[config.mk]
export PLATFORM = sky130hd
export DESIGN_NAME = draw_scheduler
export DESIGN_NICKNAME = d
export VERILOG_FILES = /design/src/rtl/draw_scheduler.sv
export SDC_FILE = /design/constraint.sdc
export NUM_CORES = 1
export LEC_CHECK = 0
export CAP_MARGIN = 20
export CORE_ASPECT_RATIO = 0.75
export CORE_MARGIN = 4
export CORE_UTILIZATION = 43
export CTS_BUF_LIST = sky130_fd_sc_hd__clkbuf_4 sky130_fd_sc_hd__clkbuf_8 sky130_fd_sc_hd__clkbuf_16
export DETAILED_ROUTE_END_ITERATION = 10
export HOLD_SLACK_MARGIN = 0.06
export PLACE_DENSITY = 0.86
export SETUP_SLACK_MARGIN = 0.05
export SLEW_MARGIN = 20
export SYNTH_ARGS = -nofsm -noshare
export SYNTH_HDL_FRONTEND = slang
export SYNTH_SLANG_ARGS = --single-unit
[constraint.sdc]
create_clock -name clk -period 3.3 [get_ports clk]
set_input_delay 0.495 -clock clk [delete_from_list [all_inputs] [get_ports clk]]
set_output_delay 0.495 -clock clk [all_outputs]
set_load 0.03 [all_outputs]
[src/rtl/draw_scheduler.sv]
// Sequences the board-repaint and piece engines one at a time (erase old piece,
// then draw new) and multiplexes the active engine onto the single VGA write port.
module draw_scheduler (
    input  logic       clk,
    input  logic       reset,
    input  logic       board_req,
    input  logic       piece_req,
    input  logic [2:0] new_block,
    input  logic [1:0] new_rotation,
    input  logic [4:0] new_x,
    input  logic [5:0] new_y,
    output logic       board_en,
    input  logic [7:0] board_x,
    input  logic [6:0] board_y,
    input  logic [5:0] board_colour,
    input  logic       board_done,
    output logic       piece_en,
    output logic       piece_clear,
    output logic [2:0] piece_block,
    output logic [1:0] piece_rotation,
    output logic [4:0] piece_x,
    output logic [5:0] piece_y,
    input  logic [7:0] piece_vx,
    input  logic [6:0] piece_vy,
    input  logic [5:0] piece_colour,
    input  logic       piece_done,
    output logic [7:0] vga_x,
    output logic [6:0] vga_y,
    output logic [5:0] vga_colour,
    output logic       plot,
    output logic       busy,
    output logic       frame_done
);

    typedef enum logic [2:0] {
        IDLE  = 3'd0,
        BOARD = 3'd1,
        CLR   = 3'd2,
        GAP   = 3'd3,
        DRAW  = 3'd4,
        DONE  = 3'd5
    } state_t;

    state_t     state_r;
    state_t     next_state_s;
    logic       board_pend_r;
    logic       piece_pend_r;
    logic       old_valid_r;
    logic       piece_en_d_r;
    logic       start_board_s;
    logic       enter_draw_s;
    logic [2:0] new_block_r;
    logic [1:0] new_rotation_r;
    logic [4:0] new_x_r;
    logic [5:0] new_y_r;
    logic [2:0] old_block_r;
    logic [1:0] old_rotation_r;
    logic [4:0] old_x_r;
    logic [5:0] old_y_r;

    assign start_board_s = (state_r == IDLE) && (next_state_s == BOARD);
    assign enter_draw_s  = (state_r != DRAW) && (next_state_s == DRAW);
    assign busy          = (state_r != IDLE) | board_pend_r | piece_pend_r;

    // State register
    always_ff @(posedge clk) begin
        if (reset) begin
            state_r <= IDLE;
        end else begin
            state_r <= next_state_s;
        end
    end

    // Next-state decode; a repaint already erased the old piece, so BOARD goes straight to DRAW
    always_comb begin
        next_state_s = state_r;
        case (state_r)
            IDLE: begin
                if (board_pend_r) begin
                    next_state_s = BOARD;
                end else if (piece_pend_r && old_valid_r) begin
                    next_state_s = CLR;
                end else if (piece_pend_r) begin
                    next_state_s = DRAW;
                end else begin
                    next_state_s = IDLE;
                end
            end
            BOARD: begin
                if (board_done) begin
                    next_state_s = piece_pend_r ? DRAW : DONE;
                end else begin
                    next_state_s = BOARD;
                end
            end
            CLR:     next_state_s = piece_done ? GAP : CLR;
            GAP:     next_state_s = DRAW;
            DRAW:    next_state_s = piece_done ? DONE : DRAW;
            DONE:    next_state_s = IDLE;
            default: next_state_s = IDLE;
        endcase
    end

    // Pending flags; a new request wins over the clear so it is never lost
    always_ff @(posedge clk) begin
        if (reset) begin
            board_pend_r <= 1'b0;
            piece_pend_r <= 1'b0;
        end else begin
            if (board_req) begin
                board_pend_r <= 1'b1;
            end else if (start_board_s) begin
                board_pend_r <= 1'b0;
            end
            if (piece_req) begin
                piece_pend_r <= 1'b1;
            end else if (enter_draw_s) begin
                piece_pend_r <= 1'b0;
            end
        end
    end

    // NEW piece parameters, last request wins
    always_ff @(posedge clk) begin
        if (reset) begin
            new_block_r    <= 3'd0;
            new_rotation_r <= 2'd0;
            new_x_r        <= 5'd0;
            new_y_r        <= 6'd0;
        end else if (piece_req) begin
            new_block_r    <= new_block;
            new_rotation_r <= new_rotation;
            new_x_r        <= new_x;
            new_y_r        <= new_y;
        end
    end

    // OLD piece parameters: the position currently on screen
    always_ff @(posedge clk) begin
        if (reset) begin
            old_valid_r    <= 1'b0;
            old_block_r    <= 3'd0;
            old_rotation_r <= 2'd0;
            old_x_r        <= 5'd0;
            old_y_r        <= 6'd0;
        end else if (enter_draw_s) begin
            old_valid_r    <= 1'b1;
            old_block_r    <= new_block_r;
            old_rotation_r <= new_rotation_r;
            old_x_r        <= new_x_r;
            old_y_r        <= new_y_r;
        end
    end

    // Piece enable delayed to match the engine's registered pixel output
    always_ff @(posedge clk) begin
        if (reset) begin
            piece_en_d_r <= 1'b0;
        end else begin
            piece_en_d_r <= piece_en;
        end
    end

    // Engine enables, piece parameters and VGA mux decoded from state
    always_comb begin
        board_en       = 1'b0;
        piece_en       = 1'b0;
        piece_clear    = 1'b0;
        piece_block    = 3'd0;
        piece_rotation = 2'd0;
        piece_x        = 5'd0;
        piece_y        = 6'd0;
        vga_x          = 8'd0;
        vga_y          = 7'd0;
        vga_colour     = 6'd0;
        plot           = 1'b0;
        frame_done     = 1'b0;
        case (state_r)
            BOARD: begin
                board_en   = 1'b1;
                plot       = ~board_done;
                vga_x      = board_x;
                vga_y      = board_y;
                vga_colour = board_colour;
            end
            CLR: begin
                piece_en       = 1'b1;
                piece_clear    = 1'b1;
                piece_block    = old_block_r;
                piece_rotation = old_rotation_r;
                piece_x        = old_x_r;
                piece_y        = old_y_r;
                plot           = piece_en_d_r & ~piece_done;
                vga_x          = piece_vx;
                vga_y          = piece_vy;
                vga_colour     = piece_colour;
            end
            DRAW: begin
                piece_en       = 1'b1;
                piece_block    = new_block_r;
                piece_rotation = new_rotation_r;
                piece_x        = new_x_r;
                piece_y        = new_y_r;
                plot           = piece_en_d_r & ~piece_done;
                vga_x          = piece_vx;
                vga_y          = piece_vy;
                vga_colour     = piece_colour;
            end
            DONE:    frame_done = 1'b1;
            default: plot = 1'b0;
        endcase
    end

endmodule

# Word level (Yosys, flattened, before mapping)
# Index checks and enable logic that the tools add are counted.
[totals]
reg_bits = 39
output_inout_bits = 43
[op_classes]
eq_ne = 8
mux = 24
bitwise_logic = 5
n_reduce_logical = 8
[ops]
columns = ["cell", "count"]
rows = [
  ["$pmux 6 s2", 2],
  ["$pmux 8 s2", 1],
  ["$pmux 3 s5", 1],
  ["$pmux 7 s2", 1],
  ["$mux 3", 4],
  ["$mux 1", 11],
  ["$pmux 5 s2", 1],
  ["$eq 3x3->1 const B", 3],
  ["$eq 3x1->1 const B", 2],
  ["$eq 3x2->1 const B", 2],
  ["$pmux 3 s2", 1],
  ["$pmux 2 s2", 1],
  ["$reduce_bool 2->1", 2],
  ["$logic_and 1x1->1", 3],
  ["$logic_not 3->1", 1],
  ["$ne 3x3->1 const B", 1],
  ["$reduce_bool 3->1", 1],
  ["$not 1->1", 2],
  ["$or 1x1->1", 2],
  ["$pmux 1 s2", 1],
  ["$reduce_or 2->1", 1],
  ["$and 1x1->1", 1],
]

# Logic depth before layout (Yosys ltp)
[depth]
depth_word = 8
mapped_depth = 8
mapped_depth_nobuf = 5

# Worst setup path before layout
# Ideal clock, no wire load.
[synth_timing]
kind = "register -> output"
from = "register state_r[1]"
to = "output piece_block[2]"
t_arrival_ns = 1.768
t_required_ns = 2.805
path_slack_ns = 1.037
path_stages_with_launch = 6
n_path_buf = 2
cell_sequence = "dfxtp_1 -> buf_4 -> inv_1 -> nor3_2 -> clkbuf_1 -> a22o_1"
[synth_via]
elab_chain_cells = 2
word_cells_on_any_way = 3
cone_classes = "eq/ne (2); mux (1)"
[synth_lines]
columns = ["item", "line_no", "rtl"]
rows = [
  ["from (decl)", "44", "state_t state_r;"],
  ["from (signal assigned)", "70", "state_r <= next_state_s;"],
  ["$eq 3x3->1 / $eq 3x2->1 (equally long branches)", "178", "case (state_r)"],
  ["$pmux 3 s2 (*)", "178", ""],
  ["to (decl)", "19", "output logic [2:0] piece_block,"],
]
# Mark *: on every way between the ends. The rest lies on a longest branch, timed or not.

# Worst setup path in the final report
[layout_timing]
from = "register state_r[2]"
to = "output vga_x[1]"
[layout_via]
elab_chain_cells = 3
word_cells_on_any_way = 5
cone_classes = "eq/ne (3); mux (1); reduce/logical (1)"
[layout_lines]
columns = ["item", "line_no", "rtl"]
rows = [
  ["$eq 3x3->1 / $eq 3x2->1 (equally long branches)", "178", ""],
  ["$reduce_or 2->1 (no source line)", "n/a", ""],
  ["$pmux 8 s2 (*)", "178", ""],
  ["to (decl)", "27", "output logic [7:0] vga_x,"],
]
# Marks and branches as above.

==> summary.txt <==
Vias in the first global route - 1674
First-pass GRT wire length - 8.51 mm
# rows - 21
WS Path Type - reg2out
DP Wirelength - 4.23 mm
Post-CTS Setup Inserts - 0
Fillcell total - 383
DRC viols - 0
# nets final - 376
Register area share after synthesis - 38.1%
Final Hold Fails - 0
Via Count - 1888
Arr. time, crit path - 2.31 ns
Worst relative slew slack - 65.8%
Skew-Pair Late Insertion Delay - 0.29 ns
Pin count of the biggest net entering global routing - 56
RR Endpoint - old_y_r[0]
Inserted Clock Buffers - 5
Switching Share - 34.3%
WHS Endpoint - old_y_r[4]
Net switching power - 0.535 mW
Synthesis-stage register bit count - 39
Hold_sp - old_y_r[4]
Mapped Area - 2050 sq um
Worst clock skew - 0.00377 ns
Worst-path fanout max - 22
Total wire length - 5.70 mm
Dpl cell area - 3130 sq um
Placer Congestion - 0.745
Initial Utilization - 45.3%
Total power - 1.56 mW
Static leakage - 1.23 nW
Reg-to-reg startpoint - state_r[2]
Share of cells above drive strength 1 - 7.35%
DRT iter0 DRCs - 82
I/O Buffers - 106
Hold Buf Count CTS - 0
Slew @ Worst Pin - 0.512 ns
Max frequency - 357 MHz
Avg Vias per Cell - 5.10
Tmin final - 2.80 ns
PwrDens - 482 nW/um^2
Routed Antenna Nets - 0
Reg power frac - 35.1%
Worst endpoint required time - 2.80 ns
Mean post-synth cell area - 9.71 sq um
CTS H-tree lvls - 2
Status - complete, no violations
GRT Total Usage - 18.4%
CTS resizes - 0
Register area - 781 sq um
N_diodes - 0
Die Ht - 67.8 microns
DR pass1 iterations - 4
Area leader, netlist - dfxtp_1
Gate power share - 42.1%
Crit. End Element - output port
Clock slew at reported path FFs - 0.07 ns
Library cells used by synthesis - 36
Final Instance Area - 3230 sq um
Die footprint - 5940 sq um
Layout area overhead - 57.9%
# placed instances - 362
Final setup viols - 0
Setup TNS - 0 ns
Initial antenna violation count - 0
CTS sink cnt - 39
Clock Power Share - 22.9%
Final instance count without filler cells - 370
Grt total ovfl - 0
Worst Hold Path Cells - 2
Synth warn - 0
Multi-input gate area - 1160 sq um
Top-area cell type share of the netlist area - 38.1%
Syn nets - 275
Per-cell routed wire length - 15.4 microns
HP Class - reg2reg
Post-Syn Instances - 211
Clk Tree Root Cell - clkbuf_8
Reg2Reg Setup Slack - 0.91 ns
Die X - 87.7 microns
Int Pwr - 1.02 mW
# IOs - 107
Worst vdd ir - 257 uV
Worst R2R Path Depth - 7
Synth area leaders - dfxtp_1 (38%), a22o_1 (16%), mux2i_1 (16%)
Core area - 4520 sq um
Startpoint types - register
Clk buf depth - 2
Max-Cap Viols - 0
TritonCTS clock tree - yes
Period utilization - 85.0%
Max-slew violations - 0
RSZ-0062 raised after global routing - false
## worst max-delay path: stages, from the launching register on
cell             delay [ns]
dfxtp_1                0.64
nor2_1                 0.15
and2_0                 0.19
buf_4                  0.21
a22o_1                 0.21
clkdlybuf4s50_1        0.62
## sequential cells by signal, indices dropped and copies added, names as in the netlist
signal / cells
piece_pend_r: 1
old_valid_r: 1
old_block_r: 3
old_x_r: 5
old_rotation_r: 2
new_y_r: 6
old_y_r: 6
new_rotation_r: 2
piece_en_d_r: 1
new_x_r: 5
state_r: 3
new_block_r: 3
board_pend_r: 1
## final cells by class
cell class                      instances  share of cell area (%)
Tap cell                               57                    2.21
Multi-Input combinational cell        151                    35.8
Sequential cell                        39                    24.1
Timing Repair Buffer                  113                    34.4
Clock buffer                            8                    3.21
Inverter                                2                   0.232
## cells in the mapped netlist
master / number
nor2b_1: 1
clkbuf_1: 12
xnor2_4: 1
buf_4: 1
and3_1: 1
a22o_1: 37
or2_1: 1
a21oi_1: 3
a211oi_2: 1
dfxtp_1: 39
o31ai_1: 1
and2_0: 1
nor3_1: 2
buf_6: 2
a31oi_1: 1
buf_1: 1
o21ba_2: 1
or4_1: 1
mux2i_1: 32
or3_1: 1
o21ai_0: 1
nand3b_1: 1
buf_2: 2
nor3b_1: 1
nor2_2: 2
inv_1: 2
buf_12: 1
a2111oi_0: 1
nand2b_1: 32
nand3_1: 1
nand2_1: 1
a32o_1: 1
o22ai_1: 1
nand2b_4: 1
nor3_2: 2
nor2_1: 21
## per-stage QoR
| step | setup WS (ns) | hold WS (ns) | utilization, % |
|---|---|---|---|
| after global routing | 0.380 | 0.489 | 71.6 |
| after detailed placement | 0.748 | 0.465 | 69.3 |
| after floorplan | 1.04 | 0.448 | - |
| after global placement | 0.767 | 0.459 | 69.3 |
| after CTS | 0.468 | 0.475 | 71.6 |
| final | 0.496 | 0.474 | 71.6 |
## placed cells by master (no fill, tap or decap), types with 2 or more instances in the layout
master and count:
a21oi_1 3, nor3_1 2, nor2_1 21, buf_4 7, nand2b_1 32, inv_1 2, clkbuf_8 7, a22o_1 37
dfxtp_1 39, mux2i_1 32, nor2_2 2, clkdlybuf4s50_1 106
## routing by layer
metal,GRT usage (%),wire length [microns]
met5,0,0
met4,6.13,49
met3,4.02,236
met2,27.4,2780
met1,26.1,2630
## power by group through the flow
stage | clock (mW) | sequential [mW] | combinational (mW)
global placement | 0 | 0.555 | 0.654
CTS | 0.364 | 0.546 | 0.661
detailed placement | 0 | 0.557 | 0.658
global route | 0.385 | 0.552 | 0.697
finish | 0.356 | 0.547 | 0.656
floorplan | 0 | 0.535 | 0.432
## worst max path at each step
stage                      to  slack, ns  startpoint  cells past startpoint
6_report             vga_x[1]       0.50  state_r[2]                      5
5_1_grt              vga_x[1]       0.38  state_r[2]                      5
4_1_cts              vga_x[1]       0.47  state_r[2]                      5
3_5_place_dp             plot       0.75  board_done                      5
3_3_place_gp             plot       0.77  board_done                      5
2_1_floorplan  piece_block[2]       1.04  state_r[1]                      5
## cell families after synthesis
family	synth area share [%]
compound gates	19.8
xor+xnor	1.34
buf+inv	5.68
flops	38.1
mux	15.6
simple gates	19.4
(Power assumes the default switching activity.)
